<file path="src/rtl/stack_arb_pkg.sv">
// Shared types for the stack arbiter: operation codes and FSM states.
package stack_arb_pkg;

  localparam int OP_W = 2;

  typedef enum logic [OP_W-1:0] {
    OP_PUSH = 2'b00,
    OP_POP  = 2'b01,
    OP_PEEK = 2'b10,
    OP_RSVD = 2'b11
  } op_e;

  typedef enum logic [1:0] {
    ST_IDLE  = 2'd0,
    ST_ISSUE = 2'd1,
    ST_WAIT  = 2'd2,
    ST_RESP  = 2'd3
  } state_e;

  // Operations that return stack contents to the requester.
  function automatic logic is_read(input op_e op);
    return (op == OP_POP) || (op == OP_PEEK);
  endfunction

endpackage

</file>
<file path="src/rtl/rr_arbiter.sv">
// Combinational round-robin grant: first requester at/after ptr_i, wrapping.
// Build option: STACK_ARB_PRIO_EN gives requester 0 strict priority; the
// remaining requesters rotate among themselves while requester 0 is idle.
module rr_arbiter #(
  parameter int NUM_REQ = 4,
  parameter int PTR_W   = 2
) (
  input  logic [NUM_REQ-1:0] req_i,
  input  logic [PTR_W-1:0]   ptr_i,
  output logic [NUM_REQ-1:0] gnt_o,
  output logic [PTR_W-1:0]   idx_o,
  output logic               any_o
);

  logic [NUM_REQ-1:0] req_m;
  logic [PTR_W-1:0]   cand [NUM_REQ];

`ifdef STACK_ARB_PRIO_EN
  // Requester 0 is handled ahead of the rotating search, so hide it there.
  assign req_m = {req_i[NUM_REQ-1:1], 1'b0};
`else
  assign req_m = req_i;
`endif

  // Search order: ptr, ptr+1, ... modulo NUM_REQ (works for non-power-of-2 counts).
  generate
    for (genvar gi = 0; gi < NUM_REQ; gi++) begin : g_cand
      logic [PTR_W:0] sum;
      assign sum      = {1'b0, ptr_i} + (PTR_W+1)'(gi);
      assign cand[gi] = (sum >= (PTR_W+1)'(NUM_REQ)) ? PTR_W'(sum - (PTR_W+1)'(NUM_REQ))
                                                     : sum[PTR_W-1:0];
    end
  endgenerate

  // Pick the first requesting candidate in search order.
  always_comb begin
    gnt_o = '0;
    idx_o = '0;
    any_o = 1'b0;
`ifdef STACK_ARB_PRIO_EN
    if (req_i[0]) begin
      gnt_o[0] = 1'b1;
      any_o    = 1'b1;
    end
`endif
    for (int k = 0; k < NUM_REQ; k++) begin
      if (!any_o && req_m[cand[k]]) begin
        gnt_o[cand[k]] = 1'b1;
        idx_o          = cand[k];
        any_o          = 1'b1;
      end
    end
  end

endmodule

</file>
<file path="src/rtl/stack_arbiter.sv">
// Shares one stack among NUM_REQ requesters, one operation at a time.
// Every output is registered, so each FSM action shows up the cycle after
// the state that decides it. Because the strobe is registered, stack read
// data arrives while the FSM is in RESP, and that is where it is captured.
// Build option: STACK_ARB_PRIO_EN (see rr_arbiter).
module stack_arbiter
  import stack_arb_pkg::*;
#(
  parameter int DATA_WIDTH = 8,
  parameter int NUM_REQ    = 4
) (
  input  logic                          clk,
  input  logic                          rst_n,
  input  logic [NUM_REQ-1:0]            req_valid,
  input  logic [OP_W*NUM_REQ-1:0]       req_op,
  input  logic [DATA_WIDTH*NUM_REQ-1:0] req_data,
  output logic [NUM_REQ-1:0]            req_ready,
  output logic [NUM_REQ-1:0]            rsp_valid,
  output logic [DATA_WIDTH-1:0]         rsp_data,
  output logic                          rsp_err,
  output logic                          busy,
  output logic                          stk_push,
  output logic                          stk_pop,
  output logic                          stk_peek,
  output logic [DATA_WIDTH-1:0]         stk_data_in,
  input  logic [DATA_WIDTH-1:0]         stk_data_out,
  input  logic                          stk_empty,
  input  logic                          stk_full
);

  localparam int PTR_W = $clog2(NUM_REQ);

  state_e                 state_q, state_d;
  logic [PTR_W-1:0]       ptr_q, ptr_d, win_q, win_d;
  op_e                    op_q, op_d;
  logic [DATA_WIDTH-1:0]  data_q, data_d;
  logic                   err_q, err_d, rd_q, rd_d;
  logic [NUM_REQ-1:0]     ready_q, ready_d, rsp_valid_q, rsp_valid_d;
  logic [DATA_WIDTH-1:0]  rsp_data_q, rsp_data_d, din_q, din_d;
  logic                   rsp_err_q, rsp_err_d;
  logic                   push_q, push_d, pop_q, pop_d, peek_q, peek_d;

  logic [OP_W-1:0]        op_arr  [NUM_REQ];
  logic [DATA_WIDTH-1:0]  dat_arr [NUM_REQ];
  logic [NUM_REQ-1:0]     gnt;
  logic [PTR_W-1:0]       gnt_idx;
  logic                   gnt_any;

  generate
    for (genvar gi = 0; gi < NUM_REQ; gi++) begin : g_unpack
      assign op_arr[gi]  = req_op[OP_W*gi +: OP_W];
      assign dat_arr[gi] = req_data[DATA_WIDTH*gi +: DATA_WIDTH];
    end
  endgenerate

  rr_arbiter #(.NUM_REQ(NUM_REQ), .PTR_W(PTR_W)) u_arb (
    .req_i (req_valid),
    .ptr_i (ptr_q),
    .gnt_o (gnt),
    .idx_o (gnt_idx),
    .any_o (gnt_any)
  );

  // Next-state logic for the FSM, latched request and all registered outputs.
  always_comb begin
    state_d     = state_q;
    ptr_d       = ptr_q;
    win_d       = win_q;
    op_d        = op_q;
    data_d      = data_q;
    err_d       = err_q;
    rd_d        = rd_q;
    ready_d     = '0;
    rsp_valid_d = '0;
    rsp_data_d  = '0;
    rsp_err_d   = 1'b0;
    push_d      = 1'b0;
    pop_d       = 1'b0;
    peek_d      = 1'b0;
    din_d       = '0;
    case (state_q)
      ST_IDLE: begin
        if (gnt_any) begin
          ready_d = gnt;
          win_d   = gnt_idx;
          op_d    = op_e'(op_arr[gnt_idx]);
          data_d  = dat_arr[gnt_idx];
          err_d   = 1'b0;
          rd_d    = 1'b0;
          state_d = ST_ISSUE;
        end
      end
      ST_ISSUE: begin
        state_d = ST_RESP;
        if (op_q == OP_PUSH && !stk_full) begin
          push_d = 1'b1;
          din_d  = data_q;
        end else if (is_read(op_q) && !stk_empty) begin
          pop_d   = (op_q == OP_POP);
          peek_d  = (op_q == OP_PEEK);
          rd_d    = 1'b1;
          state_d = ST_WAIT;
        end else begin
          // Full push, empty read or reserved op: reject without touching the stack.
          err_d = 1'b1;
        end
      end
      ST_WAIT: begin
        state_d = ST_RESP;
      end
      ST_RESP: begin
        rsp_valid_d[win_q] = 1'b1;
        rsp_err_d          = err_q;
        rsp_data_d         = rd_q ? stk_data_out : '0;
        ptr_d              = (win_q == PTR_W'(NUM_REQ-1)) ? '0 : win_q + 1'b1;
        state_d            = ST_IDLE;
      end
      default: state_d = ST_IDLE;
    endcase
  end

  // State and output registers; reset aborts any operation in flight.
  always_ff @(posedge clk or negedge rst_n) begin
    if (!rst_n) begin
      state_q     <= ST_IDLE;
      ptr_q       <= '0;
      win_q       <= '0;
      op_q        <= OP_PUSH;
      data_q      <= '0;
      err_q       <= 1'b0;
      rd_q        <= 1'b0;
      ready_q     <= '0;
      rsp_valid_q <= '0;
      rsp_data_q  <= '0;
      rsp_err_q   <= 1'b0;
      push_q      <= 1'b0;
      pop_q       <= 1'b0;
      peek_q      <= 1'b0;
      din_q       <= '0;
    end else begin
      state_q     <= state_d;
      ptr_q       <= ptr_d;
      win_q       <= win_d;
      op_q        <= op_d;
      data_q      <= data_d;
      err_q       <= err_d;
      rd_q        <= rd_d;
      ready_q     <= ready_d;
      rsp_valid_q <= rsp_valid_d;
      rsp_data_q  <= rsp_data_d;
      rsp_err_q   <= rsp_err_d;
      push_q      <= push_d;
      pop_q       <= pop_d;
      peek_q      <= peek_d;
      din_q       <= din_d;
    end
  end

  assign req_ready   = ready_q;
  assign rsp_valid   = rsp_valid_q;
  assign rsp_data    = rsp_data_q;
  assign rsp_err     = rsp_err_q;
  assign busy        = (state_q != ST_IDLE);
  assign stk_push    = push_q;
  assign stk_pop     = pop_q;
  assign stk_peek    = peek_q;
  assign stk_data_in = din_q;

endmodule

</file>
<file path="config.mk">
export PLATFORM = sky130hd
export DESIGN_NAME = stack_arbiter
export DESIGN_NICKNAME = d
export VERILOG_FILES = /design/src/rtl/stack_arb_pkg.sv /design/src/rtl/rr_arbiter.sv /design/src/rtl/stack_arbiter.sv
export SDC_FILE = /design/constraint.sdc
export NUM_CORES = 1
export LEC_CHECK = 0
export BUFFER_PORTS_ARGS = -buffer_cell sky130_fd_sc_hd__clkbuf_2
export CAP_MARGIN = 20
export CORE_MARGIN = 3
export CORE_UTILIZATION = 54
export DETAILED_ROUTE_END_ITERATION = 10
export PLACE_DENSITY = 0.85
export SLEW_MARGIN = 20
export SYNTH_ARGS = -nofsm -noshare
export SYNTH_HDL_FRONTEND = slang
export SYNTH_HIERARCHICAL = 1
export SYNTH_SLANG_ARGS = --single-unit
</file>
<file path="constraint.sdc">
create_clock -name clk -period 5 [get_ports clk]
set_input_delay 0.5 -clock clk [delete_from_list [all_inputs] [get_ports clk]]
set_output_delay 0.5 -clock clk [all_outputs]
set_load 0.01 [all_outputs]
</file>
## Word level (Yosys, flattened, before mapping)

Cells that the tools add are included.

- Bitwise logic cells: 4
- Multiply operators: 0
- Multiplexer cells: 68
- Shift operators: 0
- Reductions and logical operators: 23
- Divide/modulo/power cells: 0
- Equal/unequal tests: 10
- $add $sub $neg: 8
- Magnitude comparators: 15

Operators by type and width:

| cell | count |
|---|---|
| 2-to-1 mux 8 bit | 6 |
| 2-to-1 mux 1 bit | 29 |
| 2-to-1 mux 4 bit | 7 |
| 2-to-1 mux 2 bit | 12 |
| binary-select mux 8 bit (select 2 bit) | 1 |
| < comparator 2 x 3 -> 1 bit (second input constant) | 5 |
| >= comparator 3 bit (second input constant) | 4 |
| bitwise OR 4 bit | 3 |
| demux 1 bit (select 2 bit) | 5 |
| >= comparator 2 x 1 -> 1 bit (second input constant) | 5 |
| logical AND 1 bit | 10 |
| binary-select mux 1 bit (select 2 bit) | 4 |
| equality test 2 bit (second input constant) | 4 |
| != test 2 bit (second input constant) | 4 |
| one-hot mux 2 bit (4 select lines) | 1 |
| AND reduction 4 bit | 2 |
| subtractor 2 x 1 -> 2 bit (second input constant) | 4 |
| adder 2 x 2 -> 3 bit (second input constant) | 2 |
| zero test 1 bit | 5 |
| binary-select mux 2 bit (select 2 bit) | 1 |
| equality test 2 x 1 -> 1 bit (second input constant) | 2 |
| zero test 2 bit | 2 |
| one-hot mux 1 bit (2 select lines) | 2 |
| nonzero test 2 bit | 2 |
| other kinds (6) | 6 |

- Latch bits: 0
- Register bits: 46
- Memories: 0
- Output and inout bits: 29
- ROM bits: 0
- Logic and storage cells: 143
- Memory bits (writable): 0
- Bits of input ports: 56

## Depth between registers and ports, before layout

- Depth after elaboration: 18
- Mapped depth: 12
- Gate-level depth less buffers: 8

## Cells and area by module

The synthesis kept the hierarchy.

Modules (own cells, without submodules):

| module | cells an instance | sequential area each (um2) | times used | area an instance (um2) |
|---|---|---|---|---|
| stack_arbiter | 164 | 1151.1 | 1 | 2068.2 |
| rr_arbiter | 45 | 0.0 | 1 | 421.7 |

## Least setup slack after synthesis

OpenSTA, ideal clock, no wires.

- Path type: flip-flop to flip-flop
- Start point: register ptr_q[0]
- End point: register data_q[7]
- Period minus slack after synthesis: 2745 ps
- Path slack: 2255 ps
- Path buffers: 4
- Arrival time: 2613 ps
- Required time: 4868 ps
- Setup time: 132 ps
- Cell stages (with the launch flop): 13
- Path through: dfrtp_1 > buf_6 > inv_1 > ha_1 > mux4_2 > buf_6 > nor4b_4 > nor2_1 > a32o_1 > buf_2 > buf_2 > mux2i_1 > o221ai_2

- Longest elaborated chain between the ends: 18
- Elaborated cells between the ends (all ways): 42
- Those cells by class: 7 x add/sub; 4 x order compare; 23 x mux; 1 x bitwise; 7 x reduce/logical

RTL lines:

| item | RTL line | source |
|---|---|---|
| start: declaration | stack_arbiter.sv:34 | `logic [PTR_W-1:0] ptr_q, ptr_d, win_q, win_d;` |
| start signal: assignment | stack_arbiter.sv:142 | `ptr_q <= ptr_d;` |
| parallel branches: the longest is 13 deep, another holds adder 2 x 1 -> 3 bit | -- |  |
| 2-to-1 mux 2 bit (*) | rr_arbiter.sv:47 | `if (!any_o && req_m[cand[k]]) begin` |
| via gnt_idx[1] | stack_arbiter.sv:46 | `logic [PTR_W-1:0] gnt_idx;` |
| NOT 2 -> 3 bit (not written as such) (*) | stack_arbiter.sv:87 | `data_d = dat_arr[gnt_idx];` |
| binary-select mux 8 bit (select 2 bit) (*) | stack_arbiter.sv:87 |  |
| 2-to-1 mux 8 bit (not written as such) (*) (2 in series) | stack_arbiter.sv:87 |  |
| end signal: assignment | stack_arbiter.sv:145 | `data_q <= data_d;` |
| end: declaration | stack_arbiter.sv:36 | `logic [DATA_WIDTH-1:0] data_q, data_d;` |

Mark *: on every way through the listed nets, which the timed path passes. The select of a mux whose other input is x is not followed.
A chain may end at the register's enable or synchronous reset.

## Worst setup path after layout

- Start point: register ptr_q[0]
- End point: register data_q[6]

- Elaborated cells between the ends (all ways): 42
- Those cells by class: 7 x add/sub; 4 x order compare; 23 x mux; 1 x bitwise; 7 x reduce/logical

RTL lines:

| item | RTL line | source |
|---|---|---|
| parallel branches: the longest is 13 deep, another holds adder 2 x 1 -> 3 bit | -- |  |
| 2-to-1 mux 1 bit (*) | rr_arbiter.sv:47 |  |
| via gnt_any | stack_arbiter.sv:47 | `logic gnt_any;` |
| AND reduction 2 bit (no line) (*) | -- |  |

Marked as above.

==> flow_metrics.env <==
export IMPL_outcome="finished clean"
export IMPL_period_minus_slack_ns=3.20
export IMPL_finClkSkew_ns=0.00787
export IMPL_syn_area_sq_mm=0.00249
export IMPL_drtIter0Drc=132
export IMPL_pwr_density_cell_mw_per_mm2=622
export IMPL_gp_congestion=0.798
export IMPL_reg2reg_to="data_q[6]"
export IMPL_core_sq_mm=0.00441
export IMPL_vdd_drop_max_mv=0.488
export IMPL_cts_resized=0
export IMPL_hold_viol=0
export IMPL_cts_buffer_depth=2
export IMPL_die_h_um=73.9
export IMPL_clk_insertion_delay_late_ns=0.29
export IMPL_power_mw=1.90
export IMPL_synthTopCellsByArea="dfrtp_1 46%, mux2i_1 8.8%, ha_1 7.5%"
export IMPL_cts_buffers=5
export IMPL_overflow=0
export IMPL_netSwitchingPower_mw=0.752
export IMPL_hpwl_mm=3.68
export IMPL_yosysUniqueCellTypes=36
export IMPL_ys_seq_elements=46
export IMPL_ctsHoldBuffers=0
export IMPL_reg2regPathDepth=8
export IMPL_clockPowerShare_pct=17.6
export IMPL_post_drt_wl_per_cell_um=14.3
export IMPL_syn_num_nets=280
export IMPL_cts_sinks=46
export IMPL_cap_violations=0
export IMPL_p_leak_nw=1.65
export IMPL_cts_root_buffer_cell="clkbuf_8"
export IMPL_cp_startpoint="ptr_q[0]"
export IMPL_utilization_pct=69.2
export IMPL_max_slew_margin_pct=34.7
export IMPL_worstPathMaxFanout=15
export IMPL_grt_usage_pct=18.7
export IMPL_cp_required_ns=5.16
export IMPL_fin_crit_sh_pct=64.0
export IMPL_worst_slack_ns=1.80
export IMPL_vias_per_cell=5.45
export IMPL_cp_endpoint="data_q[6]"
export IMPL_end_kind="flop"
export IMPL_post_cts_setup_buffers=0
export IMPL_area_delta_synth_final_pct=22.7
export IMPL_drc_errors=0
export IMPL_yosysWarnings=6
export IMPL_antenna_found_initial=0
export IMPL_yosysSeqAreaShare_pct=46.2
export IMPL_htree_levels=2
export IMPL_startpoint_type="flop"
export IMPL_grt_first_pass_wirelength_mm=7.91
export IMPL_grt_setup_unrepaired="no"
export IMPL_cts_tree="yes"
export IMPL_synth_top_area_cell="dfrtp_1"
export IMPL_p_comb_share_pct=52.0
export IMPL_fin_tns_setup_ns=0
export IMPL_setup_viol=0
export IMPL_syn_mean_instance_area_sq_um=11.9
export IMPL_place_ws_ns=1.81
export IMPL_crit_arrival_ns=3.35
export IMPL_cts_clk_slew_worst_paths_ns=0.08
export IMPL_antenna_left=0
export IMPL_hold_ws_ns=0.360
export IMPL_grt_pass1_vias=1747
export IMPL_timing_fmax_mhz=313
export IMPL_num_nets_final=361
export IMPL_start_util_pct=56.4
export IMPL_wl_mm=4.90
export IMPL_num_antenna_cells=0
export IMPL_crit_type="reg2reg"
export IMPL_synth_edf_count=0
export IMPL_seq_power_share_pct=30.4
export IMPL_slew_viol_final=0
export IMPL_core_rowCount=24
export IMPL_r2r_slack_ns=1.80
export IMPL_via_count=1869
export IMPL_grt_max_degree=47
export IMPL_yosysTopAreaCellShare_pct=46.2
export IMPL_hold_path_class="in2async"
export IMPL_syn_inst=209
export IMPL_tightest_slew_ns=0.980
export IMPL_yosys_most_used_dff="dfrtp_1"
export IMPL_intPower_mw=1.15
export IMPL_reg2reg_from="ptr_q[0]"
export IMPL_swShare_pct=39.6
export IMPL_ios=85
export IMPL_io_buffer_count=84
export IMPL_drive_gt1_share_pct=38.8
export IMPL_first_pass_iters=4
export IMPL_ys_async_sr_fraction_pct=100
export IMPL_fp_dieW_um=73.9
export IMPL_dieArea_sq_mm=0.00546
[final cells by class]
type                    instances  area, sq um
well taps                      52         65.1
multi-input cells             142         1230
repair buffers                 85          428
clock buffers                   6         82.6
flip-flops and latches         46         1150
inverters                      10         37.5
fillers                       333         1360
clock inverters                 2         60.1
[how the worst min path moves through the flow]
stage | slack, ns | endpoint
6_report | 0.36 | stk_data_in[0]
2_1_floorplan | 0.20 | data_q[0]
3_3_place_gp | 0.46 | stk_data_in[6]
5_1_grt | 0.41 | stk_data_in[0]
4_1_cts | 0.43 | rsp_valid[3]
3_5_place_dp | 0.47 | data_q[2]
[state kept, by name, summed over array words and instances, names as in the netlist]
register,flops
win_q,2
data_q,8
req_ready,4
stk_peek,1
rd_q,1
stk_data_in,8
rsp_err,1
state_q,2
op_q,2
stk_pop,1
stk_push,1
ptr_q,2
err_q,1
rsp_valid,4
rsp_data,8
[stage by stage]
step / instance area (sq um) / std cells
2_1_floorplan: 2490 / 209
3_3_place_gp: 2910 / 335
3_5_place_dp: 2910 / 335
4_1_cts: 3060 / 343
5_1_grt: 3060 / 343
6_report: 3060 / 343
[metal layers]
metal	GRT usage, %	up-vias	routed length [um]	part of all wire, %
met5	0	-	0	0
met4	5.03	0	34	0.69
met3	3.69	2	264	5.4
met2	33.7	63	2550	52
met1	22.7	893	2050	42
li1	-	911	-	-
[synthesized netlist by cell type (all sizes together), types with 2 or more instances]
master  count
a21oi       2
a22oi       8
and2       13
and3       14
buf         8
clkbuf      3
dfrtp      46
ha         15
inv        10
mux2        4
mux2i      22
mux4        4
nand2      15
nand2b      4
nor2        5
nor2b       2
o21ai       8
o221ai     11
or2         2
[placed cells by master, fill, tap and decap left out, types with 2 or more instances in the layout]
master,synthesis,layout
nor2_1,5,5
dfrtp_1,46,46
a21oi_1,2,2
or2_1,2,2
and2_1,13,13
clkbuf_2,0,83
nand2b_1,4,4
a22oi_1,8,8
inv_1,10,10
nand2_1,14,14
and3_1,14,14
mux2_2,4,4
nor2b_1,2,2
mux4_2,2,2
ha_1,15,15
mux2i_1,22,22
o21ai_0,8,8
clkbuf_8,0,6
mux4_1,2,2
o221ai_2,10,10
bufinv_16,0,2
[cell families (layout without fill, tap and decap cells)]
family          count (synthesis)  after routing  synth area share (%)
buf+inv                        21            103                  4.32
mux                            30             30                  14.6
compound gates                 34             34                  12.5
simple gates                   63             63                  14.9
flops                          46             46                  46.2
fa+ha+maj                      15             15                  7.54
[critical path: stages, from the launching register on]
cell and delay, ns:
dfrtp_1 0.68, inv_1 0.13, ha_1 0.38, mux4_2 0.44
nor3_1 0.31, nand2b_1 0.19, nand2_2 0.26, or2_1 0.51
o221ai_2 0.16
[power by group through the flow]
stage | logic, mW | registers [mW] | clock network [mW]
after global placement | 0.954 | 0.579 | 0
after CTS | 0.992 | 0.578 | 0.338
after floorplan | 0.819 | 0.568 | 0
after global routing | 1.09 | 0.597 | 0.356
after detailed placement | 0.985 | 0.585 | 0
final | 0.988 | 0.578 | 0.334
Note: power is estimated with default switching activity, not from simulation.
